[config.mk]
export PLATFORM = sky130hd
export DESIGN_NAME = fp8_dot_seq
export DESIGN_NICKNAME = d
export VERILOG_FILES = /design/src/rtl/fp_pkg.sv /design/src/rtl/fp8_dot_seq.sv
export SDC_FILE = /design/constraint.sdc
export NUM_CORES = 1
export LEC_CHECK = 0
export ABC_AREA = 1
export BUFFER_PORTS_ARGS = -buffer_cell sky130_fd_sc_hd__buf_2
export CAP_MARGIN = 15
export CORE_MARGIN = 5
export CORE_UTILIZATION = 50
export DETAILED_ROUTE_END_ITERATION = 8
export GPL_TIMING_DRIVEN = 0
export PLACE_DENSITY_LB_ADDON = 0.15
export SLEW_MARGIN = 25
export SYNTH_ARGS = -nofsm -noshare
export SYNTH_HDL_FRONTEND = slang
export SYNTH_SLANG_ARGS = --single-unit
[constraint.sdc]
create_clock -name clk -period 3 [get_ports clk]
set_input_delay 0.9 -clock clk [delete_from_list [all_inputs] [get_ports clk]]
set_output_delay 0.9 -clock clk [all_outputs]
set_load 0.1 [all_outputs]
[src/rtl/fp_pkg.sv]
`default_nettype none
// ============================================================================
//  Module   : fp_pkg
//  Purpose  : Shared types and constants for the FP8 dot-product datapath
//             (sequencer state encoding, FP8 E5M2 / FP32 field widths).
//  Revision : 1.0  initial release
// ============================================================================
package fp_pkg;

   // Dot-product sequencer states
   typedef enum logic [1:0] {
      ACC  = 2'd0,
      WAIT = 2'd1,
      OUT  = 2'd2
   } seq_state_t;

   localparam logic [31:0] FP32_ZERO = 32'h0000_0000;

   // FP8 E5M2 field widths (bias 15)
   localparam int FP8_EXP_W  = 5;
   localparam int FP8_MAN_W  = 2;

   // FP32 field widths
   localparam int FP32_EXP_W = 8;
   localparam int FP32_MAN_W = 23;

   // True when the word is an FP32 NaN: all-ones exponent, nonzero mantissa
   function automatic logic fp32_is_nan(input logic [31:0] f);
      return (f[FP32_MAN_W +: FP32_EXP_W] == {FP32_EXP_W{1'b1}}) &&
             (f[FP32_MAN_W-1:0] != '0);
   endfunction

endpackage : fp_pkg
`default_nettype wire

[src/rtl/fp8_dot_seq.sv]
`default_nettype none
// ============================================================================
//  Module   : fp8_dot_seq
//  Purpose  : Dot-product sequencer around an external FP8xFP8+FP32 MAC.
//             Issues one MAC per operand pair, feeds back the running FP32
//             accumulator, and presents the vector sum on a valid/ready port.
//  Revision : 1.0  initial release
// ============================================================================
module fp8_dot_seq
   import fp_pkg::*;
#(
   parameter int TMO   = 15,
   parameter int CNT_W = 16
) (
   input  logic             clk,
   input  logic             rst,
   // operand stream
   input  logic             in_valid,
   output logic             in_ready,
   input  logic [7:0]       in_a,
   input  logic [7:0]       in_b,
   input  logic             in_last,
   // MAC issue side
   output logic             mac_valid,
   output logic [7:0]       mac_a,
   output logic [7:0]       mac_b,
   output logic [31:0]      mac_acc,
   // MAC result side
   input  logic             mac_out_valid,
   input  logic [31:0]      mac_out,
   // vector result
   output logic             res_valid,
   input  logic             res_ready,
   output logic [31:0]      res_data,
   output logic [CNT_W-1:0] res_count,
   output logic             res_nan,
   output logic             err_tmo
);

   // Wide enough to hold the value TMO (always at least one bit)
   localparam int            TW    = $clog2(TMO + 2);
   localparam logic [TW-1:0] TMO_C = TW'(TMO);

   seq_state_t       state_q, state_d;
   logic [31:0]      acc_q,   acc_d;
   logic [CNT_W-1:0] cnt_q,   cnt_d;
   logic             last_q,  last_d;
   logic [TW-1:0]    tmo_q,   tmo_d;
   logic             err_q,   err_d;

   // State register and datapath flops; reset may hit any state, incl. WAIT
   always_ff @(posedge clk or posedge rst) begin
      if (rst) begin
         state_q <= ACC;
         acc_q   <= FP32_ZERO;
         cnt_q   <= '0;
         last_q  <= 1'b0;
         tmo_q   <= '0;
         err_q   <= 1'b0;
      end else begin
         state_q <= state_d;
         acc_q   <= acc_d;
         cnt_q   <= cnt_d;
         last_q  <= last_d;
         tmo_q   <= tmo_d;
         err_q   <= err_d;
      end
   end

   // Next-state and handshake decode; MAC strobes outside WAIT are ignored
   always_comb begin
      state_d   = state_q;
      acc_d     = acc_q;
      cnt_d     = cnt_q;
      last_d    = last_q;
      tmo_d     = tmo_q;
      err_d     = err_q;
      in_ready  = 1'b0;
      mac_valid = 1'b0;
      res_valid = 1'b0;

      case (state_q)
         ACC: begin
            in_ready = 1'b1;
            if (in_valid) begin
               mac_valid = 1'b1;
               last_d    = in_last;
               tmo_d     = '0;
               state_d   = WAIT;
            end
         end

         WAIT: begin
            if (mac_out_valid) begin
               acc_d = mac_out;
               if (cnt_q != {CNT_W{1'b1}}) begin
                  cnt_d = cnt_q + CNT_W'(1);
               end
               state_d = last_q ? OUT : ACC;
            end else if (tmo_q == TMO_C) begin
               // MAC never answered: drop the element, keep the running sum
               err_d   = 1'b1;
               state_d = last_q ? OUT : ACC;
            end else begin
               tmo_d = tmo_q + TW'(1);
            end
         end

         OUT: begin
            res_valid = 1'b1;
            if (res_ready) begin
               acc_d   = FP32_ZERO;
               cnt_d   = '0;
               state_d = ACC;
            end
         end

         default: begin
            state_d = ACC;
         end
      endcase
   end

   // Operands pass straight through; only meaningful while mac_valid is high
   assign mac_a     = in_a;
   assign mac_b     = in_b;
   assign mac_acc   = acc_q;

   assign res_data  = acc_q;
   assign res_count = cnt_q;
   assign res_nan   = fp32_is_nan(acc_q);
   assign err_tmo   = err_q;

endmodule : fp8_dot_seq
`default_nettype wire

==> flow_summary.toml, run 1 <==
[grt]
gr-total-overflow = 0
grt_antenna_before_repair = 0
grt_use_total_pct = 21.3
grt_max_degree = 41
grt_pass1_vias = 3079
grt_pass1_wl_um = 14600

[status]
status = "completed"

[routing]
via_per_inst = 4.96
route.met2.wl_um = 4220
ant_nets = 0
highest_layer = "met4"
wl_met1_um = 3690
drtIter0Drc = 157
firstDrtPassIters = 4
wl_um = 8730
wl_met3_um = 732
routedWlPerCell_um = 13.2
via_count = 3271
drc = 0

[synth]
syn-num-nets = 485
synth_area_leaders = "dfrtp_1, nand2_1, buf_4, nand3_1, nor2_1"
synth-seq-area-share_pct = 44.0
ys_ff_latch = 57
syn-cell-area_mm2 = 0.00324
synth.distinct_cells = 25
synth_area_leader_cell = "dfrtp_1"
synth_top_area_share_pct = 44.0
synthCells = 428
synth_warnings = 0
syn_avg_cell_area_um2 = 7.57

[floorplan]
rows = 29
die_h_um = 90.5
boundaryPins = 155
dieArea_mm2 = 0.00819
start_util_pct = 51.3
fp.dieW_um = 90.5
coreArea_mm2 = 0.00631

[setup_path]
critPathLaunchType = "register"
critPathArrivalTime_ns = 1.66
r2r-end = "res_count[9]"
crit_path_max_incr_delay_ns = 0.42
cp-end-kind = "output port"
crit_fanout = 4
crit_chain = "nor4_1 -> nand4_1 -> nand2_1 -> inv_1 -> buf_2"
critical_path_class = "register to output port"
critPathTopFamily = "simple AND/OR/NAND/NOR gates"
cpMaxStageDelayCell = "dfrtp_1"
reg2reg_from = "res_count[0]"
reg2regPathDepth = 10
cp.required_ns = 2.10
r2r_setup_slack_ns = 1.11
cp_num_buf_inv = 2

[clock_network]
ctsResizeCount = 0
tritoncts = "yes"
holdBufCountCts = 0
worstSkewPairLatency_ns = 0.32
clock-sinks = 57
cts_buffer_depth = 2
clkTransAtPathRegs_ns = 0.06
postCtsSetupBuffers = 0
htree_levels = 3
cts-buffers-inserted = 9
clockRootBuffer = "clkbuf_8"

[cells_and_area]
final_nets = 634
antenna_cells = 0
syn_to_final_growth_pct = 30.5
final_util_pct = 66.9
final_cell_mix = "buf_2, nand2_1, nand3_1"
layout.cells.most_common = "buf_2"
drive_gt1_share_pct = 37.5

[hold_path]
min_to = "err_tmo"
hold_path_depth = 1
hp-start = "err_tmo"
hold_class = "register to register"

[timing]
worst_slew_pin_slew_ns = 0.712
setup_violations = 0
hold_viol = 0
fmaxAchievable_mhz = 391
fin_crit_ns = 2.56
finalMaxSlewViolations = 0
rsz0062_at_grt = "false"
relSlewSlack_pct = 52.6
post-route-period-util_pct = 85.2
clock_skew_ns = 0.00710

[run]
max-cap-violations = 0

[place]
hpwl_um = 6840
place.gp.congestion = 0.837
portBuffers = 137
[how the worst max path moves through the flow]
stage	slack [ns]	depth (start not counted)	start	end
floorplan	0.19	6	mac_acc[6]	res_nan
global placement	-0.07	2	rst	mac_acc[9]
detailed placement	0.49	4	in_valid	mac_valid
CTS	0.41	5	mac_acc[12]	res_nan
global route	0.30	5	mac_acc[12]	res_nan
finish	0.44	5	mac_acc[9]	res_nan
[area by class of cell]
cell class / instances / area (um2)
Multi-Input combinational cell: 272 / 1250
Clock inverter: 2 / 12.5
Timing Repair Buffer: 138 / 706
Sequential cell: 57 / 1430
Buffer: 61 / 422
Fill cell: 568 / 2090
Clock buffer: 14 / 163
Inverter: 38 / 145
Tap cell: 77 / 96.3
[per-layer routing]
metal,vias to the layer above,track usage [%]
met5,-,0
met4,0,6.08
met3,8,4.67
met2,138,35.5
met1,1495,27.6
li1,1630,-
[state kept, by name (all words and copies together) (netlist names)]
signal	flops
err_tmo	1
last_q	1
mac_acc	32
res_count	16
state_q	2
tmo_q	5
[metrics by stage]
step	TNS, ns	area [um2]	hold slack, ns	setup slack (ns)	instances
after floorplan	0	3250	0.449	0.188	428
after global placement	-3.75	4030	0.468	-0.0688	642
after detailed placement	0	4050	0.463	0.485	643
after CTS	0	4230	0.478	0.410	659
after global routing	0	4230	0.509	0.301	659
final	0	4230	0.469	0.444	659
[synth_stat cells (all sizes together)]
library cell	number
and3	1
clkbuf	8
nor4	2
o21ai	22
ha	3
a21oi	10
or2	1
nor2	40
nand3b	3
nand2	116
buf	53
inv	38
a31o	1
dfrtp	57
nand4	8
nand3	63
o21bai	1
o311ai	1
[kinds of logic (layout without fill, tap and decap cells)]
logic type               count (synthesis)  count (layout)  share of synthesized area (%)
AND/OR/NAND/NOR                        234             234                           31.5
buffers and inverters                   99             253                           17.4
flip-flops                              57              57                           44.0
AO/OA/AOI/OAI                           35              35                           5.83
adder cells (fa/ha/maj)                  3               3                           1.16
Power of run 1 is left out: the tool's default activity adds up to more than one toggle a clock period on the data nets, which glitch-free logic cannot reach.
==> run 2, diff against run 1 <==
--- a/config.mk
+++ b/config.mk
@@ -13,5 +13,5 @@
 export DETAILED_ROUTE_END_ITERATION = 8
 export GPL_TIMING_DRIVEN = 0
-export PLACE_DENSITY_LB_ADDON = 0.15
+export PLACE_DENSITY = 0.85
 export SLEW_MARGIN = 25
 export SYNTH_ARGS = -nofsm -noshare
==> constraint.sdc (replaced) <==
create_clock -name clk -period 3 [get_ports clk]
set_input_delay 0.45 -clock clk [delete_from_list [all_inputs] [get_ports clk]]
set_output_delay 0.45 -clock clk [all_outputs]
set_load 0.1 [all_outputs]
==> run 2 against run 1 <==
Compared with the run above: flip-flop and latch count is the same; via count grew 1.3%; worst setup slack gained 0.39 ns; first-iteration DRC count is the same; critical path depth is the same; global-route usage grew 0.93 points; sequential share of layout area shrank 0.22 points; non-clock buffer count is the same; final cell count is the same.
==> flow_summary.toml, run 2 (same netlist as run 1, synthesis figures left out) <==
[run]
max-cap-violations = 0

[timing]
post-route-period-util_pct = 72.1
fin_crit_ns = 2.16
clock_skew_ns = 0.00496
fmaxAchievable_mhz = 462
finalMaxSlewViolations = 0
rsz0062_at_grt = "false"
relSlewSlack_pct = 53.9
setup_violations = 0
hold_viol = 0
fin_setup_tns_ns = 0
worst_slew_pin_slew_ns = 0.691

[grt]
grt_pass1_vias = 3135
grt_max_degree = 35
grt_use_total_pct = 22.2
grt_pass1_wl_um = 15200
gr-total-overflow = 0
grt_antenna_before_repair = 0

[cells_and_area]
multi_input_comb_area_mm2 = 0.00125
drive_gt1_share_pct = 37.6
final_cell_mix = "buf_2, nand2_1, nand3_1"
stdcell_count = 659
layout.cells.most_common = "buf_2"
antenna_cells = 0
regArea_mm2 = 0.00143
largest_reg_flops = 32
num-fill-cells = 568
final_nets = 634
syn_to_final_growth_pct = 31.3

[routing]
ant_nets = 0
firstDrtPassIters = 4
routedWlPerCell_um = 13.9
drc = 0
via_per_inst = 5.03
via_count = 3315
drtIter0Drc = 157
wl_um = 9190

[floorplan]
start_util_pct = 51.3
dieArea_mm2 = 0.00819
die_h_um = 90.5
rows = 29
fp.dieW_um = 90.5
coreArea_mm2 = 0.00631
boundaryPins = 155

[setup_path]
r2r_setup_slack_ns = 1.08
reg2regPathDepth = 10
critPathLaunchType = "register"
crit_fanout = 4
cp.required_ns = 2.55
r2r-end = "res_count[3]"
critical_path_class = "register to output port"
critPathArrivalTime_ns = 1.71
cp-end-kind = "output port"
reg2reg_from = "res_count[1]"

[clock_network]
postCtsSetupBuffers = 0
cts_buffer_depth = 2
htree_levels = 3
clkTransAtPathRegs_ns = 0.06
holdBufCountCts = 0
ctsResizeCount = 0
tritoncts = "yes"
cts-buffers-inserted = 9
worstSkewPairLatency_ns = 0.33
clockRootBuffer = "clkbuf_8"
clock-sinks = 57

[hold_path]
hold_class = "input port to async pin"

[place]
portBuffers = 137
hpwl_um = 6970
place.gp.congestion = 0.857
place_inst = 643

[status]
status = "completed"
[run 2: cell count changes in the layout (fill, tap and decap cells not counted)]
cell / delta
clkbuf_1: -1
clkbuf_8: +1
bufinv_16: +1
clkinvlp_4: -1
nor2_2: +1
nor2_4: -1
[run 2: worst max-delay path: stages, from the launching register on]
cell	delay (ns)
dfrtp_1	0.41
nor4_1	0.42
nand4_1	0.13
nand2_1	0.09
inv_1	0.05
buf_2	0.28
[run 2: area by class of cell]
cell class	instances	share of cell area, %
buffer	61	9.91
inverter	38	3.41
multi-input combinational	272	29.4
clock buffer	14	4.06
tap	77	2.27
timing repair buffer	138	16.6
clock inverter	2	0.824
sequential	57	33.5
[run 2: worst max path at each step]
stage | from | endpoint | slack (ns) | cells after the start
after global placement | rst | mac_acc[13] | 0.43 | 2
after global routing | mac_acc[8] | res_nan | 0.75 | 5
after floorplan | state_q[0] | mac_valid | 0.36 | 3
after CTS | mac_acc[8] | res_nan | 0.81 | 5
after detailed placement | res_count[1] | res_count[10] | 1.12 | 10
final | mac_acc[8] | res_nan | 0.84 | 5
[run 2: through the flow]
step	setup slack (ns)	hold WS [ns]	utilization, %	cell area (um2)
floorplan	0.362	0.449	-	3240
global placement	0.428	0.449	63.7	4020
detailed placement	1.12	0.440	64.1	4050
CTS	0.808	0.0797	67.4	4250
global route	0.747	0.110	67.4	4250
finish	0.836	0.0776	67.4	4250
[run 2: metal layers]
| layer | GRT usage, % | share of wire [%] | vias to the layer above |
|---|---|---|---|
| met5 | 0 | 0 | - |
| met3 | 5.58 | 8.6 | 19 |
| met4 | 9.93 | 2.3 | 0 |
| met2 | 35.7 | 49 | 151 |
| met1 | 28.1 | 40 | 1520 |
| li1 | - | - | 1625 |
Power of run 2 is left out for the same reason.
